===== src/rtl/game_pkg.sv =====
// Shared definitions for the game controller.
// Contents: FSM state encoding, default tuning values and a
// saturating 3-digit BCD increment helper used by the score counter.
package game_pkg;

  typedef enum logic [1:0] {
    ST_IDLE      = 2'd0,
    ST_PLAYING   = 2'd1,
    ST_DYING     = 2'd2,
    ST_GAME_OVER = 2'd3
  } state_e;

  localparam int unsigned FLOOR_Y_DEF      = 32'd440;
  localparam int unsigned DEATH_FRAMES_DEF = 32'd60;
  localparam int unsigned LOCK_FRAMES_DEF  = 32'd30;

  // Add one to a 3-digit BCD value with decimal carry; 999 stays at 999.
  function automatic logic [11:0] bcd_inc_sat(input logic [11:0] v);
    logic [11:0] r;
    r = v;
    if (v == 12'h999) begin
      r = v;
    end else if (v[3:0] != 4'd9) begin
      r[3:0] = v[3:0] + 4'd1;
    end else begin
      r[3:0] = 4'd0;
      if (v[7:4] != 4'd9) begin
        r[7:4] = v[7:4] + 4'd1;
      end else begin
        r[7:4]  = 4'd0;
        r[11:8] = v[11:8] + 4'd1;
      end
    end
    return r;
  endfunction

endpackage


===== src/rtl/bcd_counter3.sv =====
// Three-digit BCD counter with synchronous clear and saturating increment.
// Ports:
//   clk_i   - system clock
//   rst_ni  - asynchronous active-low reset (clears the count)
//   clear_i - synchronous clear to 000 (wins over inc_i)
//   inc_i   - add one with decimal carry, holding at 999
//   q_o     - registered count, 3 BCD digits
module bcd_counter3
  import game_pkg::*;
(
  input  logic        clk_i,
  input  logic        rst_ni,
  input  logic        clear_i,
  input  logic        inc_i,
  output logic [11:0] q_o
);

  logic [11:0] q_q;
  logic [11:0] q_d;

  // Next count: clear has priority over increment.
  always_comb begin
    q_d = q_q;
    if (clear_i) begin
      q_d = 12'h000;
    end else if (inc_i) begin
      q_d = bcd_inc_sat(q_q);
    end else begin
      q_d = q_q;
    end
  end

  // Count register.
  always_ff @(posedge clk_i or negedge rst_ni) begin
    if (!rst_ni) begin
      q_q <= 12'h000;
    end else begin
      q_q <= q_d;
    end
  end

  assign q_o = q_q;

endmodule


===== src/rtl/game_controller.sv =====
// Top-level game flow controller: IDLE -> PLAYING -> DYING -> GAME_OVER.
// Inputs:  clk, reset_n (async, active-low), flap_btn (raw async button),
//          frame_tick (one-clk per frame), pipe_collision, pipe_pass,
//          bird_y (10-bit bird top coordinate).
// Outputs: pipe_enable, pipe_reset, bird_reset, flap, game_state,
//          score_bcd / high_bcd (3 BCD digits each). All outputs registered.
module game_controller
  import game_pkg::*;
#(
  parameter int unsigned FLOOR_Y      = FLOOR_Y_DEF,
  parameter int unsigned DEATH_FRAMES = DEATH_FRAMES_DEF,
  parameter int unsigned LOCK_FRAMES  = LOCK_FRAMES_DEF
) (
  input  logic        clk,
  input  logic        reset_n,
  input  logic        flap_btn,
  input  logic        frame_tick,
  input  logic        pipe_collision,
  input  logic        pipe_pass,
  input  logic [9:0]  bird_y,
  output logic        pipe_enable,
  output logic        pipe_reset,
  output logic        bird_reset,
  output logic        flap,
  output logic [1:0]  game_state,
  output logic [11:0] score_bcd,
  output logic [11:0] high_bcd
);

  localparam logic [9:0] FLOOR_C      = 10'(FLOOR_Y);
  localparam logic [7:0] DEATH_LAST_C = 8'(DEATH_FRAMES - 32'd1);
  localparam logic [7:0] LOCK_C       = 8'(LOCK_FRAMES);

  logic        sync1_q, sync2_q, sync3_q;
  logic        flap_edge_q;
  logic        pass_prev_q;
  state_e      state_q, state_d;
  logic [7:0]  frame_q, frame_d;
  logic        pipe_enable_q, pipe_enable_d;
  logic        flap_q, flap_d;
  logic        clr_pulse_q, clr_pulse_d;
  logic [11:0] high_q, high_d;
  logic [11:0] score_s;
  logic        pass_edge_s;
  logic        score_clear_s;
  logic        score_inc_s;

  assign pass_edge_s = pipe_pass & ~pass_prev_q;

  // Button synchroniser plus edge flop; flap_edge_q is high the 3rd clk after the press.
  always_ff @(posedge clk or negedge reset_n) begin
    if (!reset_n) begin
      sync1_q     <= 1'b0;
      sync2_q     <= 1'b0;
      sync3_q     <= 1'b0;
      flap_edge_q <= 1'b0;
      pass_prev_q <= 1'b0;
    end else begin
      sync1_q     <= flap_btn;
      sync2_q     <= sync1_q;
      sync3_q     <= sync2_q;
      flap_edge_q <= sync2_q & ~sync3_q;
      pass_prev_q <= pipe_pass;
    end
  end

  // Next-state, frame counter and registered-output decode.
  always_comb begin
    state_d = state_q;
    case (state_q)
      ST_IDLE: begin
        if (flap_edge_q) state_d = ST_PLAYING;
        else             state_d = ST_IDLE;
      end
      ST_PLAYING: begin
        if (pipe_collision || (bird_y >= FLOOR_C)) state_d = ST_DYING;
        else                                       state_d = ST_PLAYING;
      end
      ST_DYING: begin
        // The DEATH_FRAMES-th tick itself triggers the move.
        if (frame_tick && (frame_q == DEATH_LAST_C)) state_d = ST_GAME_OVER;
        else                                         state_d = ST_DYING;
      end
      ST_GAME_OVER: begin
        if (flap_edge_q && (frame_q >= LOCK_C)) state_d = ST_IDLE;
        else                                    state_d = ST_GAME_OVER;
      end
      default: state_d = ST_IDLE;
    endcase

    // Counter restarts on any state change; the tick of that clk is dropped.
    // Saturation keeps a long GAME_OVER from wrapping back into the lock window.
    if (state_d != state_q) begin
      frame_d = 8'd0;
    end else if (frame_tick && (frame_q != 8'hFF)) begin
      frame_d = frame_q + 8'd1;
    end else begin
      frame_d = frame_q;
    end

    pipe_enable_d = (state_d == ST_PLAYING);
    flap_d        = flap_edge_q && ((state_q == ST_IDLE) || (state_q == ST_PLAYING));
    clr_pulse_d   = (state_q == ST_GAME_OVER) && (state_d == ST_IDLE);

    if ((state_q == ST_DYING) && (state_d == ST_GAME_OVER) && (score_s > high_q)) begin
      high_d = score_s;
    end else begin
      high_d = high_q;
    end
  end

  assign score_clear_s = (state_q == ST_IDLE) && (state_d == ST_PLAYING);
  assign score_inc_s   = (state_q == ST_PLAYING) && pass_edge_s;

  // State and output registers; the clear pulses sit high throughout reset.
  always_ff @(posedge clk or negedge reset_n) begin
    if (!reset_n) begin
      state_q       <= ST_IDLE;
      frame_q       <= 8'd0;
      pipe_enable_q <= 1'b0;
      flap_q        <= 1'b0;
      clr_pulse_q   <= 1'b1;
      high_q        <= 12'h000;
    end else begin
      state_q       <= state_d;
      frame_q       <= frame_d;
      pipe_enable_q <= pipe_enable_d;
      flap_q        <= flap_d;
      clr_pulse_q   <= clr_pulse_d;
      high_q        <= high_d;
    end
  end

  bcd_counter3 u_score (
    .clk_i   (clk),
    .rst_ni  (reset_n),
    .clear_i (score_clear_s),
    .inc_i   (score_inc_s),
    .q_o     (score_s)
  );

  assign game_state  = state_q;
  assign pipe_enable = pipe_enable_q;
  assign flap        = flap_q;
  assign pipe_reset  = clr_pulse_q;
  assign bird_reset  = clr_pulse_q;
  assign score_bcd   = score_s;
  assign high_bcd    = high_q;

endmodule


===== config.mk =====
export PLATFORM = sky130hd
export DESIGN_NAME = game_controller
export DESIGN_NICKNAME = d
export VERILOG_FILES = /design/src/rtl/game_pkg.sv /design/src/rtl/bcd_counter3.sv /design/src/rtl/game_controller.sv
export SDC_FILE = /design/constraint.sdc
export NUM_CORES = 1
export LEC_CHECK = 0
export CAP_MARGIN = 30
export CORE_ASPECT_RATIO = 0.7
export CORE_MARGIN = 2
export CORE_UTILIZATION = 51
export DETAILED_ROUTE_END_ITERATION = 8
export GPL_TIMING_DRIVEN = 0
export PLACE_DENSITY = 0.79
export SYNTH_ARGS = -nofsm -noshare
export SYNTH_HDL_FRONTEND = slang
export SYNTH_SLANG_ARGS = --single-unit

===== constraint.sdc =====
create_clock -name clk -period 2.9 [get_ports clk]
set_clock_uncertainty 0.15 [all_clocks]
set_input_delay 0.58 -clock clk [delete_from_list [all_inputs] [get_ports clk]]
set_output_delay 0.58 -clock clk [all_outputs]
set_load 0.02 [all_outputs]

---- Word-level counts from Yosys, hierarchy flattened ----
Cells that the tools add are included.
word-level totals
  register bits after elaboration ......... 42
  output and inout port bits .............. 30
  logic and storage cells ................. 71
operators by class
  add/subtract/negate cells ............... 4
  order comparisons ....................... 3
  eq/ne operators ......................... 14
  mux-type cells .......................... 14
  bitwise operators ....................... 4
  reduce and logical (&&, ||, !) cells .... 18
operators with widths
  kind                                                                 number
  2-to-1 mux 12 bit                                                    3
  2-to-1 mux 8 bit                                                     3
  adder 4 x 1 -> 4 bit (second input constant)                         3
  equality test 12 bit (second input constant)                         1
  > comparator 12 bit                                                  1
  2-to-1 mux 4 bit                                                     3
  greater-or-equal comparator 10 x 9 -> 1 bit (second input constant)  1
  logical AND 1 bit                                                    9
  adder 8 x 1 -> 8 bit (second input constant)                         1
  equality test 8 x 6 -> 1 bit (second input constant)                 1
  greater-or-equal comparator 8 x 5 -> 1 bit (second input constant)   1
  inequality test 4 bit (second input constant)                        2
  inequality test 8 bit (second input constant)                        1
  case mux 2 bit (4 select lines)                                      1
  equality test 2 bit (second input constant)                          3
  inequality test 2 bit (second input constant)                        3
  equality test 2 x 1 -> 1 bit (second input constant)                 2
  logical NOT 2 bit                                                    2
  2-to-1 mux 2 bit                                                     2
  AND reduction 4 bit                                                  1
  nonzero test 2 bit                                                   2
  AND reduction 3 bit                                                  1
  AND 1 bit                                                            2
  logical OR 1 bit                                                     2
  other kinds (4)                                                      6

---- Depth between registers and ports, before layout ----
  word-level depth ........................ 8
  mapped depth ............................ 8

---- By module ----
Synthesis repeated with hierarchy kept, for this count alone.
second synthesis, totals
  cells, all modules ...................... 221
  area total of the unflattened synthesis .. 2438.6 sq um
modules (own cells, without submodules)
  module           times used  cells an instance  area each (sq um)  seq. area each (sq um)
  game_controller  1           144                1692.9             752.0
  bcd_counter3     1           77                 745.7              300.3

---- Least setup slack after synthesis ----
OpenSTA, ideal clock, no wires.
  path type ............................... register -> register
  start point ............................. register u_score.q_q[1] (netlist: u_score.q_o[1])
  end point ............................... register high_q[0] (netlist: high_bcd[0])
  setup time .............................. 0.125 ns
  arrival time ............................ 2.027 ns
  path slack .............................. 0.597 ns
  cell stages (with the launch flop) ...... 8
  buffers on the path ..................... 1
  clock period less this slack ............ 2.303 ns
  cell sequence ........................... dfrtp_1 > ha_1 > nor2b_4 > o211ai_2 > a21boi_1 > o41a_2 > buf_6 > mux2_4
on the way
  longest elaborated chain between the ends .. 2
RTL lines
  what                    line                    RTL
  from (decl)             bcd_counter3.sv:18      logic [11:0] q_q;
  from (signal assigned)  bcd_counter3.sv:38      q_q <= q_d;
  > comparator 12 bit     game_controller.sv:105  if ((state_q == ST_DYING) && (state_d == ST_GAME_OVER) && (score_s > high_q)) begin
  logical AND 1 bit       game_controller.sv:105
  to (signal assigned)    game_controller.sv:130  high_q <= high_d;
  to (decl)               game_controller.sv:42   logic [11:0] high_q, high_d;
Every way passes these cells.
A chain may end at the register's enable or synchronous reset.

---- Worst setup path in the final report ----
  start point ............................. input port frame_tick
  end point ............................... register high_q[2] (netlist: high_bcd[2])
on the way
  longest elaborated chain between the ends .. 6
RTL lines
  what                             line                    RTL
  from (decl)                      game_controller.sv:17   input logic frame_tick,
  logical AND 1 bit                game_controller.sv:81   if (frame_tick && (frame_q == DEATH_LAST_C)) state_d = ST_GAME_OVER;
  2-to-1 mux 1 bit                 game_controller.sv:81
  case mux 2 bit (4 select lines)  game_controller.sv:70   case (state_q)
  equality test 2 bit              game_controller.sv:105
  logical AND 1 bit (2 in series)  game_controller.sv:105
Every way passes these cells.

==> impl_metrics.env <==
export IMPL_pre_cts_ws_ns=0.05880
export IMPL_cts_buffers=5
export IMPL_arrival_ns=2.60
export IMPL_fin_ws_ns=0.3386
export IMPL_cts_clk_slew_worst_paths_ns=0.08
export IMPL_synth_area_leaders="dfrtp_1 (44%), ha_1 (11%), nor2_1 (3.7%)"
export IMPL_crit_path_end_kind="flop"
export IMPL_criticalPathCategory="in2reg"
export IMPL_hold_path_class="in2async"
export IMPL_cp_required_ns=2.93
export IMPL_grt_antenna_before_repair=0
export IMPL_cp_max_fo=10
export IMPL_fin_crit_ns=2.561
export IMPL_async_reset_ff_share_pct=100.0
export IMPL_root_buffer="clkbuf_8"
export IMPL_wl_um=4455
export IMPL_p_leak_nw=1.294
export IMPL_max_freq_mhz=390.4
export IMPL_ctsHoldBuffers=0
export IMPL_drtAntennaViolNets=0
export IMPL_remaining_drc_errors=0
export IMPL_power_per_cell_area_nw_per_um2=539.0
export IMPL_dpl_hpwl_um=3449
export IMPL_die_w_um=84.61
export IMPL_die_h_um=60.43
export IMPL_maxSlewViolCount=0
export IMPL_grt_max_degree=28
export IMPL_slew_headroom_pct=62.10
export IMPL_fin_crit_sh_pct=88.33
export IMPL_cts_sinks=42
export IMPL_synth_top_cell_area_share_pct=44.23
export IMPL_htree_num_levels=2
export IMPL_port_buffers=42
export IMPL_cts_resized_gates=0
export IMPL_grt_pass1_wl_um=7500
export IMPL_tightest_slew_ns=0.5671
export IMPL_syn_cell_area_um2=2320
export IMPL_outcome="complete, no violations"
export IMPL_rrSetupSlack_ns=0.50
export IMPL_track_usage_pct=19.22
export IMPL_wire_per_inst_um=13.67
export IMPL_critPathLaunchType="primary input"
export IMPL_ys_seq_area_share_pct=45.36
export IMPL_overflow=0
export IMPL_synth_edff_count=0
export IMPL_yosys_warnings=0
export IMPL_setup_viol=0
export IMPL_start_util_pct=53.28
export IMPL_synth_top_cell_by_area="dfrtp_1"
export IMPL_post_synth_top_count_cell="dfrtp_1"
export IMPL_hold_violations=0
export IMPL_ir_drop_v=0.0003186
export IMPL_io_pins=46
export IMPL_gp_congestion=0.7818
export IMPL_synth_distinct_cells=50
export IMPL_r2r_end="high_bcd[11]"
export IMPL_worstRegToRegCells=7
export IMPL_avgSynthCellArea_um2=10.54
export IMPL_fin_nets=306
export IMPL_core_um2=4354
export IMPL_clock_latency_ns=0.29
export IMPL_syn_nets=256
export IMPL_drt_pass1_iter_count=4
export IMPL_drt_iter0_drc=52
export IMPL_cts_path_max_buffers=2
export IMPL_num_vias=1749
export IMPL_drv_cap=0
export IMPL_rsz0062_at_grt="false"
export IMPL_fillers=368
export IMPL_grt_pass1_vias=1609
export IMPL_fin_tns_setup_ns=0
export IMPL_rows=20
export IMPL_drive_above_1_share_pct=11.44
export IMPL_cts_tree="yes"
export IMPL_r2r_start="u_score.q_o[10]"
export IMPL_post_cts_setup_buffers=0
export IMPL_ys_ff_latch=42
export IMPL_viasPerCell=5.365
export IMPL_synthToLayoutAreaGrowth_pct=25.19
export IMPL_synth_main_ff_cell="dfrtp_1"
export IMPL_n_antenna_cell=0
export IMPL_syn_inst=220
export IMPL_synth_common_cells="dfrtp_1 (41), nor2_1 (23), inv_1 (21), ha_1 (20), a21oi_1 (15)"
export IMPL_die_area_um2=5113
layer usage:
layer,global-route usage (%),wire (µm),vias to the layer above,share of wire (%)
met3,4.762,243,7,5.5
met5,0,0,-,0
met4,7.937,72,0,1.6
met1,27.50,2327,811,52
met2,28.46,1811,54,41
li1,-,-,877,-
worst max path at each step:
stage	start	to	slack, ns	depth (start not counted)
2_1_floorplan	u_score.q_o[1]	high_bcd[0]	0.60	7
3_3_place_gp	reset_n	high_bcd[2]	0.02	1
3_5_place_dp	frame_tick	high_bcd[2]	0.06	7
4_1_cts	frame_tick	high_bcd[2]	0.37	7
5_1_grt	frame_tick	high_bcd[2]	0.22	7
6_report	frame_tick	high_bcd[2]	0.34	7
logic make-up after synthesis:
family,Yosys count,share of synthesized area (%)
xor gates and xnor gates,7,2.643
and+or+nand+nor,72,18.50
muxes,12,6.472
DFF,42,45.36
adders and majority gates,20,10.79
AOI/OAI and AO/OA,38,10.52
buffers and inverters,29,5.717
where the power goes:
group / switching (W) / internal [W]
registers: 0.0000851 / 0.000661
logic: 0.000251 / 0.000210
clock network: 0.000187 / 0.000171
through the flow:
stage / std cells / hold slack, ns / area [µm²] / power [W] / util (%)
after floorplan: 220 / 0.1344 / 2320 / 0.001035 / -
after global placement: 317 / 0.1850 / 2809 / 0.001202 / 64.51
after detailed placement: 318 / 0.1942 / 2824 / 0.001222 / 64.86
after CTS: 326 / 0.05442 / 2904 / 0.001582 / 66.70
after global routing: 326 / 0.06753 / 2904 / 0.001670 / 66.70
final: 326 / 0.04342 / 2904 / 0.001565 / 66.70
critical path: stages:
cell	delay [ns]
clkdlybuf4s50_1	0.56
nor4b_2	0.27
nand4b_1	0.19
a21oi_1	0.23
o41a_2	0.23
buf_6	0.18
mux2_2	0.35
state kept, by name (all words and copies together) (netlist names):
signal / cells
high_bcd: 12
bird_reset: 1
sync1_q: 1
flap_edge_q: 1
sync3_q: 1
sync2_q: 1
pass_prev_q: 1
u_score.q_o: 12
game_state: 2
frame_q: 8
flap: 1
pipe_enable: 1
final cells by class:
type / count / area, µm² / area share (%)
Multi-Input combinational cell: 149 / 1135 / 39.08
Clock buffer: 8 / 80.08 / 2.757
Timing Repair Buffer: 43 / 435.4 / 14.99
Tap cell: 55 / 68.82 / 2.370
Sequential cell: 42 / 1052 / 36.23
Buffer: 8 / 53.80 / 1.853
Inverter: 21 / 78.83 / 2.714
placed cells by master (no fill, tap or decap), drive strengths merged, types with 2 or more instances in the layout:
cell type and count:
mux2 9, clkdlybuf4s50 41, nand3 9, nor3 6, nor3b 2, nor2b 2
o211ai 2, nand4 4, a21o 3, o21ai 7, a21oi 15, nand2 6
clkbuf 10, and4 5, mux2i 3, nand4b 2, xor2 3, dfrtp 41
or3 2, buf 8, xnor2 4, nor4b 2, inv 21, a21boi 3
and3b 2, nor2 23, ha 20
No activity file was read; power rests on OpenSTA's default activity.
